`src/rtl/render_pkg.sv`:
```
// Shared rendering definitions: screen geometry, color/coordinate types and
// palette constants used by both the pixel renderer and the raster scanner.
package render_pkg;

    localparam int SCREEN_WIDTH  = 400;
    localparam int SCREEN_HEIGHT = 700;
    localparam int COLOR_W       = 24;
    localparam int COORD_W       = 32;

    typedef logic [COLOR_W-1:0] color_t;
    typedef logic [COORD_W-1:0] coord_t;

    localparam color_t COLOR_BACKGROUND = 24'hF8F4E8;
    localparam color_t COLOR_DOODLE     = 24'h7CB342;
    localparam color_t COLOR_BLOCK      = 24'h43A047;

    // Pack 8-bit channels into an RGB 8:8:8 color word.
    function automatic color_t rgb(input logic [7:0] r, input logic [7:0] g, input logic [7:0] b);
        return {r, g, b};
    endfunction

endpackage

```
`src/rtl/scan_counter.sv`:
```
// Row-major x/y raster counter. x advances fastest; the last pixel of the
// frame wraps both coordinates back to the origin.
module scan_counter #(
    parameter int WIDTH   = 400,
    parameter int HEIGHT  = 700,
    parameter int COORD_W = 32
) (
    input  logic               clk,
    input  logic               reset,
    input  logic               i_en,
    output logic [COORD_W-1:0] o_x,
    output logic [COORD_W-1:0] o_y,
    output logic               o_eol,
    output logic               o_last
);

    localparam logic [COORD_W-1:0] X_MAX = COORD_W'(WIDTH - 1);
    localparam logic [COORD_W-1:0] Y_MAX = COORD_W'(HEIGHT - 1);
    localparam logic [COORD_W-1:0] ONE   = COORD_W'(1);

    logic [COORD_W-1:0] r_x;
    logic [COORD_W-1:0] r_y;

    assign o_x    = r_x;
    assign o_y    = r_y;
    assign o_eol  = (r_x == X_MAX);
    assign o_last = (r_x == X_MAX) && (r_y == Y_MAX);

    // Advance the coordinate pair on enable, wrapping at row and frame ends.
    always_ff @(posedge clk) begin
        if (!reset) begin
            r_x <= '0;
            r_y <= '0;
        end else if (i_en) begin
            if (o_last) begin
                r_x <= '0;
                r_y <= '0;
            end else if (o_eol) begin
                r_x <= '0;
                r_y <= r_y + ONE;
            end else begin
                r_x <= r_x + ONE;
            end
        end else begin
            r_x <= r_x;
            r_y <= r_y;
        end
    end

endmodule

```
`src/rtl/raster_scan_out.sv`:
```
// Raster scanner: presents scan coordinates to the combinational renderer,
// captures the returned color into a single valid/ready output register and
// walks one full frame per frame_start request.
module raster_scan_out
    import render_pkg::*;
#(
    parameter int SCREEN_WIDTH  = render_pkg::SCREEN_WIDTH,
    parameter int SCREEN_HEIGHT = render_pkg::SCREEN_HEIGHT,
    parameter int COLOR_W       = render_pkg::COLOR_W,
    parameter int COORD_W       = render_pkg::COORD_W
) (
    input  logic               clk,
    input  logic               reset,
    input  logic               frame_start,
    output logic [COORD_W-1:0] scan_x,
    output logic [COORD_W-1:0] scan_y,
    input  logic [COLOR_W-1:0] color_in,
    output logic [COLOR_W-1:0] pix_color,
    output logic [COORD_W-1:0] pix_x,
    output logic [COORD_W-1:0] pix_y,
    output logic               pix_sof,
    output logic               pix_eol,
    output logic               pix_eof,
    output logic               pix_valid,
    input  logic               pix_ready,
    output logic               busy,
    output logic               frame_done
);

    typedef enum logic [1:0] {
        ST_IDLE  = 2'd0,
        ST_SCAN  = 2'd1,
        ST_DRAIN = 2'd2
    } state_t;

    state_t             r_state;
    logic [COLOR_W-1:0] r_pix_color;
    logic [COORD_W-1:0] r_pix_x;
    logic [COORD_W-1:0] r_pix_y;
    logic               r_pix_sof;
    logic               r_pix_eol;
    logic               r_pix_eof;
    logic               r_pix_valid;
    logic               r_busy;
    logic               r_frame_done;

    logic [COORD_W-1:0] w_scan_x;
    logic [COORD_W-1:0] w_scan_y;
    logic               w_eol;
    logic               w_last;
    logic               w_sof;
    logic               w_capture;

    // The output register may be refilled when empty or being emptied this cycle.
    assign w_capture = (r_state == ST_SCAN) && (!r_pix_valid || pix_ready);
    assign w_sof     = (w_scan_x == '0) && (w_scan_y == '0);

    scan_counter #(
        .WIDTH   (SCREEN_WIDTH),
        .HEIGHT  (SCREEN_HEIGHT),
        .COORD_W (COORD_W)
    ) u_scan_counter (
        .clk    (clk),
        .reset  (reset),
        .i_en   (w_capture),
        .o_x    (w_scan_x),
        .o_y    (w_scan_y),
        .o_eol  (w_eol),
        .o_last (w_last)
    );

    // Frame FSM plus the pixel output register; everything here holds under back-pressure.
    always_ff @(posedge clk) begin
        if (!reset) begin
            r_state      <= ST_IDLE;
            r_pix_color  <= '0;
            r_pix_x      <= '0;
            r_pix_y      <= '0;
            r_pix_sof    <= 1'b0;
            r_pix_eol    <= 1'b0;
            r_pix_eof    <= 1'b0;
            r_pix_valid  <= 1'b0;
            r_busy       <= 1'b0;
            r_frame_done <= 1'b0;
        end else begin
            r_frame_done <= 1'b0;
            case (r_state)
                ST_IDLE: begin
                    if (frame_start) begin
                        r_state <= ST_SCAN;
                        r_busy  <= 1'b1;
                    end else begin
                        r_state <= ST_IDLE;
                    end
                end
                ST_SCAN: begin
                    if (w_capture) begin
                        r_pix_color <= color_in;
                        r_pix_x     <= w_scan_x;
                        r_pix_y     <= w_scan_y;
                        r_pix_sof   <= w_sof;
                        r_pix_eol   <= w_eol;
                        r_pix_eof   <= w_last;
                        r_pix_valid <= 1'b1;
                        if (w_last) begin
                            r_state <= ST_DRAIN;
                        end else begin
                            r_state <= ST_SCAN;
                        end
                    end else begin
                        r_state <= ST_SCAN;
                    end
                end
                ST_DRAIN: begin
                    if (r_pix_valid && pix_ready) begin
                        r_pix_valid  <= 1'b0;
                        r_state      <= ST_IDLE;
                        r_busy       <= 1'b0;
                        r_frame_done <= 1'b1;
                    end else begin
                        r_state <= ST_DRAIN;
                    end
                end
                default: begin
                    r_state     <= ST_IDLE;
                    r_pix_valid <= 1'b0;
                    r_busy      <= 1'b0;
                end
            endcase
        end
    end

    assign scan_x     = w_scan_x;
    assign scan_y     = w_scan_y;
    assign pix_color  = r_pix_color;
    assign pix_x      = r_pix_x;
    assign pix_y      = r_pix_y;
    assign pix_sof    = r_pix_sof;
    assign pix_eol    = r_pix_eol;
    assign pix_eof    = r_pix_eof;
    assign pix_valid  = r_pix_valid;
    assign busy       = r_busy;
    assign frame_done = r_frame_done;

endmodule

```
`config.mk`:
```
export PLATFORM = sky130hd
export DESIGN_NAME = raster_scan_out
export DESIGN_NICKNAME = d
export VERILOG_FILES = /design/src/rtl/render_pkg.sv /design/src/rtl/scan_counter.sv /design/src/rtl/raster_scan_out.sv
export SDC_FILE = /design/constraint.sdc
export NUM_CORES = 1
export LEC_CHECK = 0
export CORE_UTILIZATION = 45
export CTS_BUF_LIST = sky130_fd_sc_hd__clkbuf_8
export DETAILED_ROUTE_END_ITERATION = 8
export PLACE_DENSITY = 0.76
export SYNTH_ARGS = -nofsm -noshare
export SYNTH_HDL_FRONTEND = slang
export SYNTH_SLANG_ARGS = --single-unit
```
`constraint.sdc`:
```
create_clock -name clk -period 2.9 [get_ports clk]
set_clock_uncertainty 0.05 [all_clocks]
set_input_delay 0.435 -clock clk [delete_from_list [all_inputs] [get_ports clk]]
set_output_delay 0.435 -clock clk [all_outputs]
set_load 0.03 [all_outputs]
```
# Word level (Yosys, flattened, before mapping)
# Index checks and enable logic that the tools add are counted.
dict set report totals {
  register_bits 160
  input_bits 28
  out_inout_bits 158
  word_cells 53
}
dict set report op_classes {
  n_addsub 2
  eq_ne 7
  mux 15
  bitwise_logic 2
  n_reduce_logical 15
}
# cell count
set op_table {}
lappend op_table {{two-way mux 32 bit} 4}
lappend op_table {{adder 32 x 1 -> 32 bit, second input constant} 2}
lappend op_table {{logical NOT 32 bit} 2}
lappend op_table {{== test 32 x 10 -> 1 bit, second input constant} 1}
lappend op_table {{== test 32 x 9 -> 1 bit, second input constant} 1}
lappend op_table {{two-way mux 2 bit} 3}
lappend op_table {{one-hot mux 1 bit (3 select lines)} 2}
lappend op_table {{one-hot mux 2 bit (3 select lines)} 1}
lappend op_table {{AND reduction 2 bit} 3}
lappend op_table {{AND reduction 3 bit} 2}
lappend op_table {{two-way mux 1 bit} 5}
lappend op_table {{logical AND 1 bit} 4}
lappend op_table {{inequality test 2 bit, second input constant} 2}
lappend op_table {{== test 2 x 1 -> 1 bit, second input constant} 1}
lappend op_table {{== test 2 bit, second input constant} 1}
lappend op_table {{logical NOT 2 bit} 1}
lappend op_table {{inequality test 2 x 1 -> 1 bit, second input constant} 1}
lappend op_table {{inverter 1 bit} 2}
lappend op_table {{nonzero test 2 bit} 1}
lappend op_table {{logical NOT 1 bit} 1}
lappend op_table {{logical OR 1 bit} 1}

# Logic depth before layout (Yosys ltp)
dict set report depth {
  word_depth 5
  mapped_depth 9
  ltp_nobuf 7
}

# Cells and area by module
# A second synthesis with hierarchy kept.
dict set report unflattened {
  hier_cells 826
  area_unflattened_um2 6939.2
}
# mod n_inst cells_each area_per_inst_um2 seq_area_each_um2
set by_module_without_submodules {}
lappend by_module_without_submodules {raster_scan_out 1 442 3727.3 1921.8}
lappend by_module_without_submodules {scan_counter 1 384 3211.8 1281.2}

# Least setup slack after synthesis
# Ideal clock, no wire load.
dict set report synth_timing {
  kind {register to register}
  startpoint {register u_scan_counter.r_x[0] (netlist: u_scan_counter.o_x[0])}
  endpoint {register u_scan_counter.r_y[27] (netlist: u_scan_counter.o_y[27])}
  setup_time_ns 0.115
  arrival_time_ns 2.184
  t_required_ns 2.735
  path_slack_ns 0.551
  path_stages_with_launch 8
  path_buffers 1
  synth_period_minus_slack_ns 2.349
  path_cell_list {dfxtp_1 -> ha_1 -> nand4_1 -> nor4_1 -> nand2_1 -> nand2_2 -> buf_6 -> nor2_1}
}
dict set report synth_via {
  elab_chain_len 4
  word_cells_on_any_way 5
  classes_between {1 x eq/ne; 1 x mux; 3 x reduce/logical}
}
# element line
set synth_rtl {}
lappend synth_rtl {{start, declared} scan_counter.sv:21} ;# logic [COORD_W-1:0] r_x;
lappend synth_rtl {{start signal, assigned} scan_counter.sv:42} ;# r_x <= r_x + ONE;
lappend synth_rtl {{start signal, assigned} scan_counter.sv:45} ;# r_x <= r_x;
lappend synth_rtl {{== test 32 x 9 -> 1 bit *} {scan_counter.sv:26, scan_counter.sv:27}}
lappend synth_rtl {{logical AND 1 bit} scan_counter.sv:27} ;# assign o_last = (r_x == X_MAX) && (r_y == Y_MAX);
lappend synth_rtl {{nonzero test 2 bit (no source line)} n/a}
lappend synth_rtl {{AND reduction 2 bit (no source line)} n/a}
lappend synth_rtl {{end signal, assigned} scan_counter.sv:40} ;# r_y <= r_y + ONE;
lappend synth_rtl {{end signal, assigned} scan_counter.sv:46} ;# r_y <= r_y;
lappend synth_rtl {{end, declared} scan_counter.sv:22} ;# logic [COORD_W-1:0] r_y;
# Mark *: on every way between the ends. The rest lies on a longest branch, timed or not.
# A chain may end at the register's enable or synchronous reset.

# Worst setup path in the final report
dict set report layout_timing {
  startpoint {register u_scan_counter.r_x[1] (netlist: u_scan_counter.o_x[1])}
  endpoint {register u_scan_counter.r_y[16] (netlist: u_scan_counter.o_y[16])}
}
# Same word-level chain as after synthesis.

==> impl_results.md <==
- Status: complete, no violations
- Drt via density: 5.21
- Residual DRC count: 0
- Die Area: 0.0155 mm²
- Worst r2r src: u_scan_counter.o_x[1]
- Leak: 0.00314 µW
- Vias in the first global route: 5608
- Layout cell share with drive strength beyond 1: 7.47%
- Worst Hold Class: flop to flop
- Detailed Routing Iterations Pass 1: 5
- Register area share after synthesis: 47.4%
- Routed WL: 17.2 mm
- Clock Path Buffers: 2
- Wire length of the first global-routing pass: 28.5 mm
- Setup bufs post-CTS: 0
- Initial antenna violation count: 0
- Grt ovf: 0
- Buf+Inv Stages, Crit Path: 0
- Final Wtd Congestion: 0.826
- Warnings from Yosys: 0
- Slew Limit Fails: 0
- WS Path Type: flop to flop
- Hold_buf cts: 0
- R2r worst-path depth: 6
- Ranking of synthesized cells by area: dfxtp_1 (47%), nand2_1 (12%), a21boi_0 (10%), nor2_1 (3.6%), xor2_1 (3.5%)
- Layout area overhead: 36.3%
- Routed len/inst: 14.7 µm
- Critical Path Fanout Max: 7
- Share of the synthesized area in the top cell type: 47.4%
- Cell Rows: 44
- Routed vias: 6113
- CP max-delay cell: or4_1
- H-tree Lvls: 4
- Post-synthesis compound-gate area fraction: 12.3%
- CP Launch Type: flop
- Required @ worst endpoint: 3.18 ns
- Die Width: 125 µm
- # IOs: 186
- Cells after DPL: 1142
- Leading area contributor after synthesis: dfxtp_1
- Fmax achieved: 392 MHz
- CP endpoint kind: flop
- Setup tns final: 0 ns
- #FFs+latches synth: 160
- RSZ-0062 raised after global routing: no
- Post-route antenna net violation count: 0
- Post-synth EDFFs: 0
- CP startpoint: u_scan_counter.o_x[1]
- Largest family of logic cells by synthesized area: simple AND/OR/NAND/NOR gates
- Final #Nets: 1009
- Synth Area in Simple Gates: 28.7%
- Largest net degree at the start of global routing: 60
- R2R setup slack: 0.35 ns
- Portion of netlist area occupied by mux cells: 0.315%
- CTS tree: done
- Iter 0 DRT Violations: 474
- Crit path capture: u_scan_counter.o_y[16]
- Worst setup margin: 0.346 ns
- Highest cell delay on the worst timing path: 0.75 ns
- Max-slew headroom: 51.6%
- Dpl hpwl: 11.8 mm
- Synth Area per Inst: 8.47 µm²
- IO Port Bufs: 185
- Die Y: 125 µm
- FF-to-FF End: u_scan_counter.o_y[16]
- Synth Area in Adders: 0.740%
- Most frequent cells in the layout: nand2_1 (211), clkdlybuf4s50_1 (184), dfxtp_1 (160)
- CP top delay family: simple AND/OR/NAND/NOR gates
- Ys async rst share: 0%
- Num CTS Buffers: 17
- Commonest non-fill, non-tap cell in the layout: nand2_1
- Syn nets: 830
- Syn Inst Count: 798
- Worst-Margin Slew: 0.726 ns
- Initial core utilization: 46.3%
- Synth Flop Type: dfxtp_1
- Fin cells: 1174
- Post-route clock period utilization: 88.1%
- DP Worst Slack: 0.280 ns
- Cell Area, Synth: 0.00676 mm²
- CP Cell Sequence: ha_1, nand4_1, or4_1, nor4_4, xnor2_1, nor2_2
- P per Cell Area: 454 mW/mm²
- Max cap viols: 0
- Core box area: 0.0146 mm²
- Xor-xnor portion of the synthesized cell area: 6.61%
- Post-CTS sizing: 0
- Clock sinks: 160
- Gr usage total: 22.7%
- Worst VDD drop: 299 µV
- Diode count: 0
- Final setup vio count: 0
- Final hold vios: 0
- Fin crit period: 2.55 ns
- Data arrival, critical path: 2.84 ns
- CP Depth: 6
- Clk_lat worst skew: 0.46 ns
- CTS root buffer: clkbuf_8
- Worst-path clk slew: 0.08 ns
- Post-synth cell types: 48
[metal layers]
| metal | part of all wire [%] | wire, µm | vias to the layer above | GRT usage, % |
|---|---|---|---|---|
| met3 | 6.9 | 1190 | 20 | 6.83 |
| met2 | 47 | 8030 | 195 | 35.6 |
| met4 | 1.2 | 206 | 0 | 7.16 |
| met1 | 45 | 7810 | 2868 | 29.8 |
| met5 | 0 | 0 | - | 0 |
| li1 | - | - | 3030 | - |
[flip-flops by register name (all words and copies together) (netlist names)]
name / count
pix_x: 32
pix_y: 32
u_scan_counter.o_x: 32
u_scan_counter.o_y: 32
pix_color: 24
r_state: 2
busy: 1
frame_done: 1
pix_eof: 1
pix_eol: 1
pix_sof: 1
pix_valid: 1
[Yosys cell counts, types with 8 or more instances]
cell type    n
nand3_1     23
nand2_1    212
a21boi_0    94
dfxtp_1    160
xor2_1      27
nor2_1      65
nand4_1     23
xnor2_1     24
nor4_1      18
and4_1       8
clkbuf_1    33
a21oi_1     10
inv_1       10
nor3_1      18
[area by class of cell]
cell class                 count  area [µm²]
clock buffer                  20         275
clock inverter                12         118
fill                        1276        5380
inverter                      10        37.5
multi-input combinational    581        3300
sequential                   160        3200
tap                          184         230
timing repair buffer         207        2050
[cell families (layout without fill, tap and decap cells)]
family / after synthesis / in the layout
simple gates: 408 / 408
fa+ha+maj: 4 / 4
flops: 160 / 160
compound gates: 116 / 116
xor+xnor: 51 / 51
buf+inv: 57 / 249
mux: 2 / 2
[worst register-to-register path, delay by kind of cell, from the launching register on]
family	cells	cell delay [ns]
xor gates and xnor gates	1	0.17
and+or+nand+nor	4	1.47
DFF	1	0.47
adders and majority gates	1	0.27
[report_power, final]
group          internal [µW]  switching, µW
Combinational            126            188
Clock                    820            811
Sequential              2220           14.9
Total                   3170           1010
[metrics by stage]
stage          instance area (µm²)  util (%)  hold WS [ns]  total power [µW]
2_1_floorplan                 6760         -         0.395              2470
3_5_place_dp                  8820      60.5         0.405              2600
3_3_place_gp                  8820      60.5         0.398              2600
4_1_cts                       9210      63.2         0.416              4220
6_report                      9210      63.2         0.411              4180
5_1_grt                       9210      63.2         0.432              4340
[how the worst min path moves through the flow]
stage	cells after the start	startpoint	endpoint	slack, ns
final	2	pix_color[8]	pix_color[8]	0.41
after floorplan	2	r_state[1]	frame_done	0.40
after detailed placement	2	pix_color[13]	pix_color[13]	0.40
after CTS	2	pix_y[21]	pix_y[21]	0.42
after global placement	2	pix_x[1]	pix_x[1]	0.40
after global routing	2	pix_x[24]	pix_x[24]	0.43
No activity file was read; power rests on OpenSTA's default activity.
==> RTL edit (same settings) <==
Reset style: asynchronous (`reset`), changed in 2 clocked blocks.
--- a/src/rtl/scan_counter.sv
+++ b/src/rtl/scan_counter.sv
@@ -27,7 +27,7 @@
     assign o_last = (r_x == X_MAX) && (r_y == Y_MAX);
 
     // Advance the coordinate pair on enable, wrapping at row and frame ends.
-    always_ff @(posedge clk) begin
+    always_ff @(posedge clk or negedge reset) begin
         if (!reset) begin
             r_x <= '0;
             r_y <= '0;
--- a/src/rtl/raster_scan_out.sv
+++ b/src/rtl/raster_scan_out.sv
@@ -70,7 +70,7 @@
     );
 
     // Frame FSM plus the pixel output register; everything here holds under back-pressure.
-    always_ff @(posedge clk) begin
+    always_ff @(posedge clk or negedge reset) begin
         if (!reset) begin
             r_state      <= ST_IDLE;
             r_pix_color  <= '0;
Check against the original RTL: differs if reset is asserted again (counterexample within 4 cycles, from zero or initial values and one cycle with reset low); with reset held inactive, the same outputs for 10 cycles.
==> RTL edit against the original RTL <==
  * Worst setup slack improved by 0.12 ns
  * Area after synthesis up 2.5%
  * Routed wire length is 0.75% lower
  * Fmax grew 5.0%
  * First-iteration DRC count shrank 22%
  * Count of clock-buffer cells in the layout fell by 1
  * Critical endpoint is now u_scan_counter.o_y[6]
  * Final area up 3.8%
  * Sequential cell count is the same
Power is not compared: it rests on default switching activity, and its combinational part moved more than twofold at a synthesized area within 25%.
==> RTL edit: results (changes against the original RTL) <==
- The flow ran to the end, and the final reports show no timing, DRC or antenna violations.
- The count of distinct cell types in the synthesized netlist was 52 (+8.3%).
- The startpoint identified for the worst register-to-register timing path is u_scan_counter.o_x[28].
- Ranked by total cell area, the synthesized netlist is headed by sky130_fd_sc_hd__dfrtp_1 (58%), sky130_fd_sc_hd__nand2_1 (15%), sky130_fd_sc_hd__xnor2_1 (3.5%), sky130_fd_sc_hd__nand3_1 (2.0%), sky130_fd_sc_hd__xor2_1 (2.0%).
- The post-layout net count came to 938 (-7.0%).
- The layout cell share with drive strength beyond 1 is 0.0773 (+0.00251).
- The worst hold path terminates at pix_x[31].
- The worst slack after detailed placement is 0.286 ns (+0.00612 ns).
- The sequential cell area fraction in the yosys report is 0.578 (+0.104).
- The count of routing violations after the opening detailed-route iteration is 372 (-22%).
- The critical hold path startpoint is pix_x[31].
- The largest net degree at the start of global routing is 70 (+17%).
- The number of levels the H-tree was split into is 4 (unchanged).
- The post-detailed-routing wire length is 17,100 um (-0.75%).
- The instance area after placement is 9060 sq um (+2.7%).
- The biggest cell delay along the critical path is 0.55 ns (-0.20 ns).
- The minimum setup slack among reg-to-reg paths is 0.47 ns (+0.12 ns).
- The hold violation count in the final report was 0 (unchanged).
- The quantity of I/O buffers inserted on ports is 185 (unchanged).
- The proportion of synthesized flip-flops having asynchronous set or reset is 1.00 (+1.00).
- The detailed-routing iteration count for the pre-antenna-repair pass was 5 (unchanged).
- The slew at the pin with the worst max-slew slack is 0.614 ns (-0.112 ns).
- The final weighted congestion in routability-driven placement is 0.850 (+2.9%).
- The detailed-route via count is 5,707 (-6.6%).
- The end of the worst register-to-register path is u_scan_counter.o_y[6].
- The slowest library cell on the worst path is sky130_fd_sc_hd__or3_1.
- The length in cells of the worst reg-to-reg path came to 5 (-1).
- The post-DP HPWL is 12,000 um (+1.8%).
- The total routing resource utilization after global routing is 0.230 (+0.00343).
- The critical-path maximum fanout is 7 (unchanged).
- For this run, the leading register cell type out of synthesis is sky130_fd_sc_hd__dfrtp_1.
- For this design the static power due to leakage is 0.00452 uW.
- The via count of the first global-routing pass was 5,501 (-1.9%).
- The global-route wire length before repair came to 28,600 um (+0.41%).
- The data arrival time at the worst-slack endpoint is 2.73 ns (-0.11 ns).
- The total nets after synthesis was 747 (-10%).
- The commonest cells after synthesis are sky130_fd_sc_hd__nand2_1 (273), sky130_fd_sc_hd__dfrtp_1 (160), sky130_fd_sc_hd__nand3_1 (28), sky130_fd_sc_hd__xnor2_1 (28), sky130_fd_sc_hd__nor2_1 (25).
-- RTL edit: metrics by stage --
| step | hold slack (ns) | total power [uW] | std cells |
|---|---|---|---|
| after floorplan | 0.0894 | 2880 | 715 |
| after global placement | 0.383 | 3280 | 1070 |
| after detailed placement | 0.389 | 3290 | 1070 |
| after CTS | 0.429 | 5290 | 1103 |
| after global routing | 0.441 | 5460 | 1103 |
| final | 0.425 | 5230 | 1103 |
-- RTL edit: worst max path at each step --
stage	start	to	slack, ns	depth (start not counted)
final	u_scan_counter.o_x[28]	u_scan_counter.o_y[6]	0.47	5
after detailed placement	pix_ready	u_scan_counter.o_x[31]	0.29	6
after global placement	pix_ready	u_scan_counter.o_y[21]	0.40	8
after global routing	u_scan_counter.o_x[28]	u_scan_counter.o_y[6]	0.35	5
after floorplan	u_scan_counter.o_x[0]	u_scan_counter.o_y[6]	0.57	7
after CTS	u_scan_counter.o_x[25]	u_scan_counter.o_y[6]	0.50	5
-- RTL edit: kinds of logic after synthesis --
group           share of synthesized area
buf+inv                            0.0269
fa+ha+maj                         0.00722
compound gates                     0.0347
flops                               0.578
mux                                0.0148
simple gates                        0.283
xor+xnor                           0.0556
-- RTL edit: final cells by class --
| type | instances | area [sq um] |
|---|---|---|
| Fill cell | 1259 | 5190 |
| Sequential cell | 160 | 4000 |
| Multi-Input combinational cell | 511 | 2750 |
| Timing Repair Buffer | 203 | 2040 |
| Clock buffer | 19 | 262 |
| Clock inverter | 13 | 233 |
| Tap cell | 184 | 230 |
| Inverter | 13 | 48.8 |
-- RTL edit: power by group through the flow --
stage	logic, uW	registers [uW]	clock network (uW)
final	790	2460	1980
after CTS	799	2460	2030
after detailed placement	795	2500	0
after global placement	788	2490	0
after floorplan	174	2710	0
after global routing	845	2480	2130
-- RTL edit: worst max-delay path: cells and delay by family, from the launching register on --
kind / cells / cell delay (ns)
DFF: 1 / 0.45
muxes: 1 / 0.33
and+or+nand+nor: 4 / 1.49
-- RTL edit: layer usage --
metal	GRT usage	routed length (um)	vias up
met4	0.0836	308	0
met5	0	0	-
met2	0.370	8140	192
met1	0.309	7640	2743
met3	0.0489	1020	25
li1	-	-	2747
-- RTL edit: repair_timing --
action                                  4_1_cts  5_1_grt
hold endpoints to repair                     53        0
hold buffers                                  1        0
endpoints found under the setup margin        0        0
